## config.mk

```make
export PLATFORM = sky130hd
export DESIGN_NAME = mux_arb_nx1_flat
export DESIGN_NICKNAME = d
export VERILOG_FILES = /design/src/rtl/mux_arb_nx1_if.sv /design/src/rtl/mux_arb_nx1.sv /design/src/flat_wrapper.sv
export SDC_FILE = /design/constraint.sdc
export NUM_CORES = 1
export LEC_CHECK = 0
export ABC_AREA = 1
export ABC_CLOCK_PERIOD_IN_PS = 3700
export CORE_ASPECT_RATIO = 0.9
export CORE_UTILIZATION = 39
export CTS_CLUSTER_DIAMETER = 120
export DETAILED_ROUTE_END_ITERATION = 16
export HOLD_SLACK_MARGIN = 0.1
export PLACE_DENSITY = 0.92
export REMOVE_ABC_BUFFERS = 1
export SYNTH_ARGS = -nofsm -noshare
export SYNTH_HDL_FRONTEND = slang
export SYNTH_SLANG_ARGS = --single-unit
```

## constraint.sdc

```tcl
create_clock -name clk_in -period 3.7 [get_ports clk_in]
set_input_delay 0.37 -clock clk_in [delete_from_list [all_inputs] [get_ports clk_in]]
set_output_delay 0.37 -clock clk_in [all_outputs]
set_load 0.1 [all_outputs]
```

## src/rtl/mux_arb_nx1_if.sv

```systemverilog
// Bus bundle for mux_arb_nx1: producer side (valid/ready/data per channel),
// consumer side (y/valid/ready), mode/select controls and debug taps.
//
// Handshake: a word moves across a valid/ready pair on a rising clk edge
// exactly when both valid and ready are high in the cycle before that edge.
// Producers hold data and valid stable until their ready bit is seen.
// The block holds y_out/chan_out/valid_out stable while valid_out=1 and
// ready_in=0.
interface mux_arb_nx1_if #(
  parameter int WIDTH    = 16,
  parameter int CHANNELS = 8
);
  localparam int SEL_W = $clog2(CHANNELS);

  logic                      mode_in;
  logic [SEL_W-1:0]          sel_in;
  logic [CHANNELS-1:0]       valid_in;
  logic [CHANNELS*WIDTH-1:0] data_in;
  logic [CHANNELS-1:0]       ready_out;
  logic [WIDTH-1:0]          y_out;
  logic                      valid_out;
  logic [SEL_W-1:0]          chan_out;
  logic                      ready_in;

  // Debug taps: output stage FSM state (1 = FULL) and round-robin pointer.
  logic                      dbg_full;
  logic [SEL_W-1:0]          dbg_rr_ptr;

  // DUT side.
  modport slave (
    input  mode_in, sel_in, valid_in, data_in, ready_in,
    output ready_out, y_out, valid_out, chan_out, dbg_full, dbg_rr_ptr
  );

  // Environment side (producers + consumer).
  modport master (
    output mode_in, sel_in, valid_in, data_in, ready_in,
    input  ready_out, y_out, valid_out, chan_out, dbg_full, dbg_rr_ptr
  );
endinterface

```

## src/rtl/mux_arb_nx1.sv

```systemverilog
// N-channel, W-bit registered multiplexer/arbiter with a one-word output
// stage. Channel is chosen either by sel_in (select mode) or by a
// round-robin search starting at rr_ptr (round-robin mode).
module mux_arb_nx1 #(
  parameter int WIDTH    = 16,
  parameter int CHANNELS = 8
) (
  input  logic           clk_in,
  input  logic           reset_in,
  mux_arb_nx1_if.slave   bus
);
  localparam int SEL_W = $clog2(CHANNELS);
  localparam int PAD_N = 1 << SEL_W;

  typedef enum logic {EMPTY = 1'b0, FULL = 1'b1} state_t;

  state_t           state_q, state_d;
  logic [WIDTH-1:0] y_q, y_d;
  logic [SEL_W-1:0] chan_q, chan_d;
  logic [SEL_W-1:0] rr_ptr_q, rr_ptr_d;

  logic             load_en;
  logic             gvalid;
  logic             xfer;
  logic [SEL_W-1:0] grant;
  logic [SEL_W-1:0] rr_grant;
  logic             rr_found;
  int               rr_idx;

  // valid_in and data padded out to 2^SEL_W entries so any select value,
  // including ones >= CHANNELS, indexes a defined (zero) slot.
  logic [PAD_N-1:0] valid_ext;
  logic [WIDTH-1:0] data_arr [PAD_N];

  for (genvar gi = 0; gi < PAD_N; gi++) begin : g_pad
    if (gi < CHANNELS) begin : g_ch
      assign data_arr[gi] = bus.data_in[gi*WIDTH +: WIDTH];
    end else begin : g_zero
      assign data_arr[gi] = '0;
    end
  end

  // Zero-extend the valid vector to the padded width.
  always_comb begin
    valid_ext                 = '0;
    valid_ext[CHANNELS-1:0]   = bus.valid_in;
  end

  // Round-robin search: first valid channel at or after rr_ptr, wrapping
  // modulo CHANNELS. Scanning from the far end lets the nearest hit win.
  always_comb begin
    rr_grant = '0;
    rr_found = 1'b0;
    rr_idx   = 0;
    for (int k = CHANNELS - 1; k >= 0; k--) begin
      rr_idx = int'(rr_ptr_q) + k;
      if (rr_idx >= CHANNELS) rr_idx = rr_idx - CHANNELS;
      if (bus.valid_in[SEL_W'(rr_idx)]) begin
        rr_grant = SEL_W'(rr_idx);
        rr_found = 1'b1;
      end
    end
  end

  // Grant selection by mode; an out-of-range sel_in lands on a zero pad bit.
  always_comb begin
    grant  = '0;
    gvalid = 1'b0;
    if (bus.mode_in) begin
      grant  = rr_grant;
      gvalid = rr_found;
    end else begin
      grant  = bus.sel_in;
      gvalid = valid_ext[bus.sel_in];
    end
  end

  assign load_en = (state_q == EMPTY) | bus.ready_in;
  assign xfer    = load_en & gvalid;

  // One-hot acceptance to the granted producer, suppressed during reset.
  always_comb begin
    bus.ready_out = '0;
    for (int i = 0; i < CHANNELS; i++) begin
      if (xfer && !reset_in && (grant == SEL_W'(i))) bus.ready_out[i] = 1'b1;
    end
  end

  // Output stage next state: load on transfer, empty on load without data,
  // otherwise hold. rr_ptr moves past the winner only in round-robin mode.
  always_comb begin
    state_d  = state_q;
    y_d      = y_q;
    chan_d   = chan_q;
    rr_ptr_d = rr_ptr_q;
    if (load_en) begin
      if (gvalid) begin
        state_d = FULL;
        y_d     = data_arr[grant];
        chan_d  = grant;
        if (bus.mode_in) begin
          rr_ptr_d = (int'(grant) == CHANNELS - 1) ? '0 : grant + 1'b1;
        end
      end else begin
        state_d = EMPTY;
      end
    end
  end

  // State registers with synchronous reset.
  always_ff @(posedge clk_in) begin
    if (reset_in) begin
      state_q  <= EMPTY;
      y_q      <= '0;
      chan_q   <= '0;
      rr_ptr_q <= '0;
    end else begin
      state_q  <= state_d;
      y_q      <= y_d;
      chan_q   <= chan_d;
      rr_ptr_q <= rr_ptr_d;
    end
  end

  assign bus.y_out      = y_q;
  assign bus.valid_out  = (state_q == FULL);
  assign bus.chan_out   = chan_q;
  assign bus.dbg_full   = (state_q == FULL);
  assign bus.dbg_rr_ptr = rr_ptr_q;
endmodule

```

## src/flat_wrapper.sv

```systemverilog
// flat-port wrapper written by rule: the top's interface ports become plain ports
module mux_arb_nx1_flat 
#(
  parameter int WIDTH    = 16,
  parameter int CHANNELS = 8
)
  (clk_in, reset_in, bus_mode_in, bus_sel_in, bus_valid_in, bus_data_in, bus_ready_in, bus_ready_out, bus_y_out, bus_valid_out, bus_chan_out, bus_dbg_full, bus_dbg_rr_ptr);
  mux_arb_nx1_if #(.WIDTH(WIDTH), .CHANNELS(CHANNELS)) bus_i ();
  input  logic clk_in;
  input  logic reset_in;
  input wire logic [$bits(bus_i.mode_in)-1:0] bus_mode_in;
  input wire logic [$bits(bus_i.sel_in)-1:0] bus_sel_in;
  input wire logic [$bits(bus_i.valid_in)-1:0] bus_valid_in;
  input wire logic [$bits(bus_i.data_in)-1:0] bus_data_in;
  input wire logic [$bits(bus_i.ready_in)-1:0] bus_ready_in;
  output wire logic [$bits(bus_i.ready_out)-1:0] bus_ready_out;
  output wire logic [$bits(bus_i.y_out)-1:0] bus_y_out;
  output wire logic [$bits(bus_i.valid_out)-1:0] bus_valid_out;
  output wire logic [$bits(bus_i.chan_out)-1:0] bus_chan_out;
  output wire logic [$bits(bus_i.dbg_full)-1:0] bus_dbg_full;
  output wire logic [$bits(bus_i.dbg_rr_ptr)-1:0] bus_dbg_rr_ptr;
  assign bus_i.mode_in = bus_mode_in;
  assign bus_i.sel_in = bus_sel_in;
  assign bus_i.valid_in = bus_valid_in;
  assign bus_i.data_in = bus_data_in;
  assign bus_i.ready_in = bus_ready_in;
  assign bus_ready_out = bus_i.ready_out;
  assign bus_y_out = bus_i.y_out;
  assign bus_valid_out = bus_i.valid_out;
  assign bus_chan_out = bus_i.chan_out;
  assign bus_dbg_full = bus_i.dbg_full;
  assign bus_dbg_rr_ptr = bus_i.dbg_rr_ptr;
  mux_arb_nx1 #(.WIDTH(WIDTH), .CHANNELS(CHANNELS)) u_core (.clk_in(clk_in), .reset_in(reset_in), .bus(bus_i));
endmodule
```

==> results of run 1 <==
-- synth_stat cells (all sizes together), types with 3 or more instances --
cell / n / area, um^2
dfxtp: 23 / 460
nor3: 3 / 15.0
o21ai: 12 / 71.3
nand2: 336 / 1270
nand3: 95 / 493
buf: 23 / 156
xor2: 3 / 26.3
a21oi: 22 / 121
nor2: 21 / 96.3
clkbuf: 5 / 20.0
inv: 33 / 126
-- worst max-delay path, delay by kind of cell (launching register included) --
family / cells / cell delay, ns
flops: 1 / 0.65
buf+inv: 5 / 0.77
simple gates: 10 / 1.30
-- worst min-delay path by stage --
| stage | from | end | slack (ns) |
|---|---|---|---|
| after floorplan | reset_in | u_core.bus.dbg_full$_SDFFE_PP0N_ | 0.44 |
| after global placement | u_core.bus.chan_out[1]$_SDFFE_PP0P_ | u_core.bus.chan_out[1]$_SDFFE_PP0P_ | 0.48 |
| after detailed placement | u_core.bus.y_out[12]$_SDFFE_PP0P_ | u_core.bus.y_out[12]$_SDFFE_PP0P_ | 0.50 |
| after CTS | u_core.bus.y_out[12]$_SDFFE_PP0P_ | u_core.bus.y_out[12]$_SDFFE_PP0P_ | 0.52 |
| after global routing | u_core.bus.y_out[12]$_SDFFE_PP0P_ | u_core.bus.y_out[12]$_SDFFE_PP0P_ | 0.53 |
| final | u_core.bus.y_out[12]$_SDFFE_PP0P_ | u_core.bus.y_out[12]$_SDFFE_PP0P_ | 0.51 |
-- routing by layer --
metal | global-route usage, % | share of wire [%] | wire (um) | up-vias
li1 | - | - | - | 2167
met1 | 34.0 | 42 | 4790 | 1905
met2 | 51.8 | 48 | 5440 | 192
met3 | 4.17 | 7.5 | 846 | 28
met4 | 8.53 | 2.5 | 280 | 0
met5 | 0 | 0 | 0 | -
-- power by group --
group          switching, mW  leakage [nW]  internal (mW)
registers             0.0348         0.190          0.301
logic                   1.19          2.22          0.582
clock network         0.0947        0.0217         0.0766
-- per-stage QoR --
step | TNS [ns] | hold WS, ns | utilization, % | instances | power (mW)
final | 0 | 0.512 | 68.1 | 842 | 2.28
after floorplan | -16.21 | 0.439 | - | 556 | 1.52
after global routing | 0 | 0.529 | 68.1 | 842 | 2.45
after detailed placement | 0 | 0.496 | 66.5 | 834 | 2.06
after global placement | 0 | 0.481 | 66.5 | 834 | 2.05
after CTS | 0 | 0.517 | 67.2 | 838 | 2.23
-- timing repair --
| item | CTS | global route |
|---|---|---|
| resized for setup | 0 | 9 |
| setup endpoints to repair | 0 | 8 |
| setup buffers | 0 | 4 |
-- cell type report --
class                      instances  share of cell area, %
clock buffer                       3                  0.843
sequential                        23                   9.40
inverter                          33                   2.58
clock inverter                     1                  0.153
multi-input combinational        500                   45.1
tap                               93                   2.38
timing repair buffer             189                   39.6
-- state kept, by name (all words and copies together), names as in the netlist --
signal,cells
u_core.bus.dbg_rr_ptr,3
u_core.bus.chan_out,3
u_core.bus.y_out,16
u_core.bus.dbg_full,1
-- cells by family after synthesis --
family	share of synthesized area (%)
compound gates	7.50
xor+xnor	1.49
fa+ha+maj	0.852
buf+inv	10.3
flops	15.7
simple gates	64.2
==> metrics.md, run 1 <==
| Metric | Value |
|---|---|
| Worst-Skew Late Latency | 0.28 ns |
| Final-layout fill cell count | 641 |
| Setup crit end kind | primary output |
| Slew HR | 32.0% |
| Number of port buffers | 174 |
| Synth Warn # | 0 |
| Critical path's slowest cell | dfxtp_1 |
| CP dominant cell by count | nand2_1 |
| Total wire length | 11.4 mm |
| CTS tree | built |
| Pwr dens | 466 mW/mm^2 |
| Measured slew at the worst slew-check pin | 1.02 ns |
| Netlist Area Pre-Place | 0.00294 mm^2 |
| Crit share post-route | 91.0% |
| Asr flop ratio synth | 0% |
| Worst setup SP type | flip-flop |
| LEAKAGE | 2.43 nW |
| CP peak stage delay | 0.65 ns |
| Multi-input logic area | 0.00221 mm^2 |
| Distinct cells, synth | 30 |
| Site Rows | 29 |
| Vias | 4,292 |
| Clock root buffer | clkbuf_8 |
| Initial Utilization | 40.9% |
| Worst setup path endpoint | bus_ready_out[5] |
| Max Clk Rate | 297 MHz |
| Critical path arrival | 3.00 ns |
| Number of flops mapped to enable cells by yosys | 0 |
| Status | complete, no violations |
| Vias in the first global route | 4,019 |
| VDD IR max | 0.000270 V |
| DR iter-0 viols | 215 |
| Critical path required time | 3.33 ns |
| Hold WC Path Type | reg2reg |
| Most frequent cells in the layout | nand2_1 (333), clkdlybuf4s50_1 (166), nand3_1 (93) |
| P&R area growth vs syn | 66.7% |
| Crit path launch | u_core.bus.dbg_rr_ptr[2]$_SDFFE_PP0P_ |
| Critical path type | reg2out |
| Die area | 0.00788 mm^2 |
| H-tree levels | 1 |
| Crit path max fanout | 10 |
| Detailed-route DRC error count | 0 |
| First-pass GRT wire length | 18.1 mm |
| Final hold vios | 0 |
| Vias per cell | 5.10 |
| Hold Path Cell Cnt | 2 |
| Largest net degree at the start of global routing | 38 |
| I/O pin count | 175 |
| Min Tclk post-route | 3.37 ns |
| Worst reg-to-reg setup slack | 0.63 ns |
| Final ANT Viol Nets | 0 |
| Unrepaired setup endpoints after global routing | no |
| Nets | 895 |
| N_diodes | 0 |
| Grt ovf | 0 |
| Syn Inst Count | 584 |
| Post-synthesis sequential area ratio | 15.7% |
| Placed Area | 0.00478 mm^2 |
| Syn avg cell area | 5.03 um^2 |
| CTS max path bufs | 2 |
| MaxCap Viol Count | 0 |
| Final setup viols | 0 |
| Register-to-Register Path Depth | 15 |
| Core Footprint | 0.00718 mm^2 |
| CTS clock-pin slew for the worst setup and hold paths | 0.09 ns |
| Post-DP HPWL | 8.82 mm |
| Worst-path cell chain | inv_2 -> nand2_1 -> nand2_1 -> inv_1 -> nand3_1 -> nand2_1 -> nor3_1 -> nand3_1 -> nand4_1 -> inv_1 -> nand2_1 -> nor2_1 -> inv_1 -> nor2_1 -> buf_12 |
| GRT Util Overall | 28.4% |
| Clock sink total | 23 |
| Critical R2R Capture | u_core.bus.y_out[2]$_SDFFE_PP0P_ |
| Hold bufs inserted after CTS | 0 |
| #FFs+latches synth | 23 |
| Die Ht | 84.3 um |
| Sequential cell area | 460 um^2 |
| Share of cells above drive strength 1 | 6.68% |
| FF-to-FF Start | u_core.bus.dbg_rr_ptr[2]$_SDFFE_PP0P_ |
| Final Max Slew Viols | 0 |
| Final instance area | 0.00490 mm^2 |
| Worst setup margin | 0.334 ns |
| Place WS | 0.409 ns |
| Synth Flop Type | dfxtp_1 |
| TritonCTS Buffers | 3 |
| Chip Width | 93.5 um |
| Clock skew | 0.00265 ns |
| TritonRoute pass-1 iters | 5 |
| Antenna violations before repair | 0 |
| Drt wl/cell | 13.5 um |
| Commonest non-fill, non-tap cell in the layout | nand2_1 |
| RePlAce Congestion | 0.938 |
No activity file was read; power rests on OpenSTA's default activity.
==> run 2, diff against run 1 <==
--- a/config.mk
+++ b/config.mk
@@ -13,7 +13,6 @@
 export DETAILED_ROUTE_END_ITERATION = 16
 export HOLD_SLACK_MARGIN = 0.1
 export PLACE_DENSITY = 0.92
-export REMOVE_ABC_BUFFERS = 1
 export SYNTH_ARGS = -nofsm -noshare
 export SYNTH_HDL_FRONTEND = slang
 export SYNTH_SLANG_ARGS = --single-unit
==> metrics.md, run 2 (synthesis results as in run 1) <==
| Metric | Value |
|---|---|
| Worst Path Buf+Inv | 5 (unchanged) |
| N_diodes | 0 (unchanged) |
| RePlAce Congestion | 0.882 (-6.0%) |
| Status | complete, no violations |
| Total wire length | 11.0 mm (-3.5%) |
| Comb power frac | 78.0% (+0.2 points) |
| Core Footprint | 0.00718 mm^2 (unchanged) |
| Pwr dens | 457 mW/mm^2 (-2.0%) |
| Commonest non-fill, non-tap cell in the layout | nand2_1 |
| Critical path's slowest cell | dfxtp_4 |
| Share of cells above drive strength 1 | 7.10% (+0.43 points) |
| Placed Area | 0.00483 mm^2 (+0.99%) |
| Hold Path Cell Cnt | 2 (unchanged) |
| Final setup viols | 0 (unchanged) |
| Most frequent cells in the layout | nand2_1 (333), clkdlybuf4s50_1 (166), nand3_1 (93) |
| CP dominant cell by count | nand3_1 |
| Clk pwr share | 7.0% (-0.5 points) |
| Unrepaired setup endpoints after global routing | no |
| Grt ovf | 0 (unchanged) |
| Final hold vios | 0 (unchanged) |
| Crit share post-route | 93.6% (+2.6 points) |
| Worst setup margin | 0.236 ns (-0.0976 ns) |
| Worst reg-to-reg setup slack | 0.55 ns (-0.08 ns) |
| TritonRoute pass-1 iters | 5 (unchanged) |
| Number of port buffers | 174 (unchanged) |
| Antenna violations before repair | 0 (unchanged) |
| Die area | 0.00788 mm^2 (unchanged) |
| CTS tree | built |
| CTS max path bufs | 2 (unchanged) |
| Critical path arrival | 3.09 ns (+0.09 ns) |
| Worst-Skew Late Latency | 0.26 ns (-0.02 ns) |
| LEAKAGE | 2.42 nW (-0.58%) |
| Setup crit end kind | primary output |
| Critical path required time | 3.33 ns (about the same) |
| TritonCTS Buffers | 3 (unchanged) |
| Largest net degree at the start of global routing | 62 (+63%) |
| Syn Nets | 729 |
| Final ANT Viol Nets | 0 (unchanged) |
| Clock skew | 0.00139 ns (-0.00127 ns) |
| Final Max Slew Viols | 0 (unchanged) |
| Critical path type | reg2out |
| Worst Hold End | u_core.bus.y_out[6]$_SDFFE_PP0P_ |
| CTS clock-pin slew for the worst setup and hold paths | 0.08 ns (about the same) |
| Die Ht | 84.3 um (unchanged) |
| MaxCap Viol Count | 0 (unchanged) |
| FF-to-FF Start | u_core.bus.dbg_rr_ptr[1]$_SDFFE_PP0P_ |
| Internal cell power | 0.942 mW (-1.8%) |
| Place WS | -0.131 ns (-0.540 ns) |
| Hold Startpoint | u_core.bus.y_out[6]$_SDFFE_PP0P_ |
| P&R area growth vs syn | 67.7% |
| Max FFs per register | 16 (unchanged) |
| Measured slew at the worst slew-check pin | 1.05 ns (+0.0382 ns) |
| Slew HR | 29.5% (-2.6 points) |
| Total Power | 2.25 mW (-1.4%) |
| Nets | 892 (-0.34%) |
| Initial Utilization | 40.9% (unchanged) |
| VDD IR max | 0.000315 V (+16%) |
| Site Rows | 29 (unchanged) |
| Hold bufs inserted after CTS | 0 (unchanged) |
| Crit path max fanout | 21 (+11) |
| Detailed-route DRC error count | 0 (unchanged) |
| First-pass GRT wire length | 17.7 mm (-2.2%) |
| Chip Width | 93.5 um (unchanged) |
| Vias in the first global route | 3,972 (-1.2%) |
| Clock sink total | 23 (unchanged) |
| Post-DP HPWL | 8.70 mm (-1.4%) |
| Clock root buffer | clkbuf_8 |
| CP delay by family, top | simple AND/OR/NAND/NOR gates |
| Critical R2R Capture | u_core.bus.y_out[1]$_SDFFE_PP0P_ |
| Final instance area | 0.00492 mm^2 (+0.59%) |
| GRT Util Overall | 27.3% (-1.1 points) |
| Drt wl/cell | 13.1 um (-3.1%) |
| CP peak stage delay | 0.43 ns (-0.22 ns) |
| I/O pin count | 175 (unchanged) |
| Switching pwr | 1.31 mW (-1.1%) |
| H-tree levels | 1 (unchanged) |
| Sequential share of power | 15.0% (+0.3 points) |
| Register-to-Register Path Depth | 19 (+4) |
| Hold WC Path Type | reg2reg |
| DR iter-0 viols | 204 (-5.1%) |
| Vias per cell | 5.01 (-1.8%) |
| Vias | 4,200 (-2.1%) |
| Net Sw Frac | 58.1% (+0.17 points) |
| Worst setup SP type | flip-flop |
| Worst-path cell chain | inv_2 -> ha_2 -> inv_2 -> nand3_1 -> nand3_1 -> nand2_1 -> nor3_1 -> nand3_1 -> nand4_1 -> buf_4 -> nor3_4 -> inv_1 -> nor2_4 -> buf_12 |
| Final core occ | 68.5% (+0.40 points) |
| Max Clk Rate | 289 MHz (-2.8%) |
| Min Tclk post-route | 3.46 ns (+0.0976 ns) |
run 2: changes by cell type in the layout (fill, tap and decap cells not counted), sizes merged:
cell / before / now
clkinvlp: 1 / 0
buf: 23 / 20
clkbuf: 3 / 4
run 2: how the worst max path moves through the flow:
stage / startpoint / endpoint / cells after the start
2_1_floorplan: u_core.bus.dbg_rr_ptr[1]$_SDFFE_PP0P_ / bus_ready_out[0] / 18
3_3_place_gp: u_core.bus.dbg_rr_ptr[1]$_SDFFE_PP0P_ / bus_ready_out[7] / 19
6_report: u_core.bus.dbg_rr_ptr[1]$_SDFFE_PP0P_ / bus_ready_out[2] / 14
5_1_grt: u_core.bus.dbg_rr_ptr[0]$_SDFFE_PP0P_ / bus_ready_out[2] / 20
4_1_cts: u_core.bus.dbg_rr_ptr[1]$_SDFFE_PP0P_ / bus_ready_out[1] / 18
3_5_place_dp: u_core.bus.dbg_rr_ptr[1]$_SDFFE_PP0P_ / bus_ready_out[4] / 19
run 2: final cells by class:
cell class,count,area [um^2]
sequential,23,465
inverter,33,126
fill,616,2260
multi-input combinational,500,2260
clock buffer,4,45.0
tap,93,116
timing repair buffer,186,1910
run 2: layer usage:
metal	share of wire [%]	vias up	global-route usage, %
li1	-	2170	-
met1	41	1857	33.2
met2	50	145	48.7
met3	5.8	28	3.35
met4	3.3	0	10.2
met5	0	-	0
run 2: tightest hold or removal path: stages (launching register included):
cell     delay [ns]
dfxtp_1        0.32
nand3_1        0.07
nand3_1        0.07
run 2: per-stage QoR:
stage          instances  TNS (ns)  hold slack (ns)
6_report             839         0            0.502
3_3_place_gp         832    -0.205            0.479
2_1_floorplan        584         0            0.432
5_1_grt              839         0            0.525
3_5_place_dp         832    -0.467            0.485
4_1_cts              836         0            0.504
run 2: what timing repair did:
item,4_1_cts,5_1_grt
setup endpoints to repair,8,8
gates resized for setup,3,4
pin swaps,0,3
buffers inserted,0,3
run 2: power by group through the flow:
stage	registers, mW	logic, mW	clock network [mW]
after floorplan	0.713	0.905	0
after global placement	0.341	1.72	0
after detailed placement	0.343	1.73	0
after CTS	0.338	1.74	0.160
after global routing	0.344	1.91	0.168
final	0.338	1.76	0.157
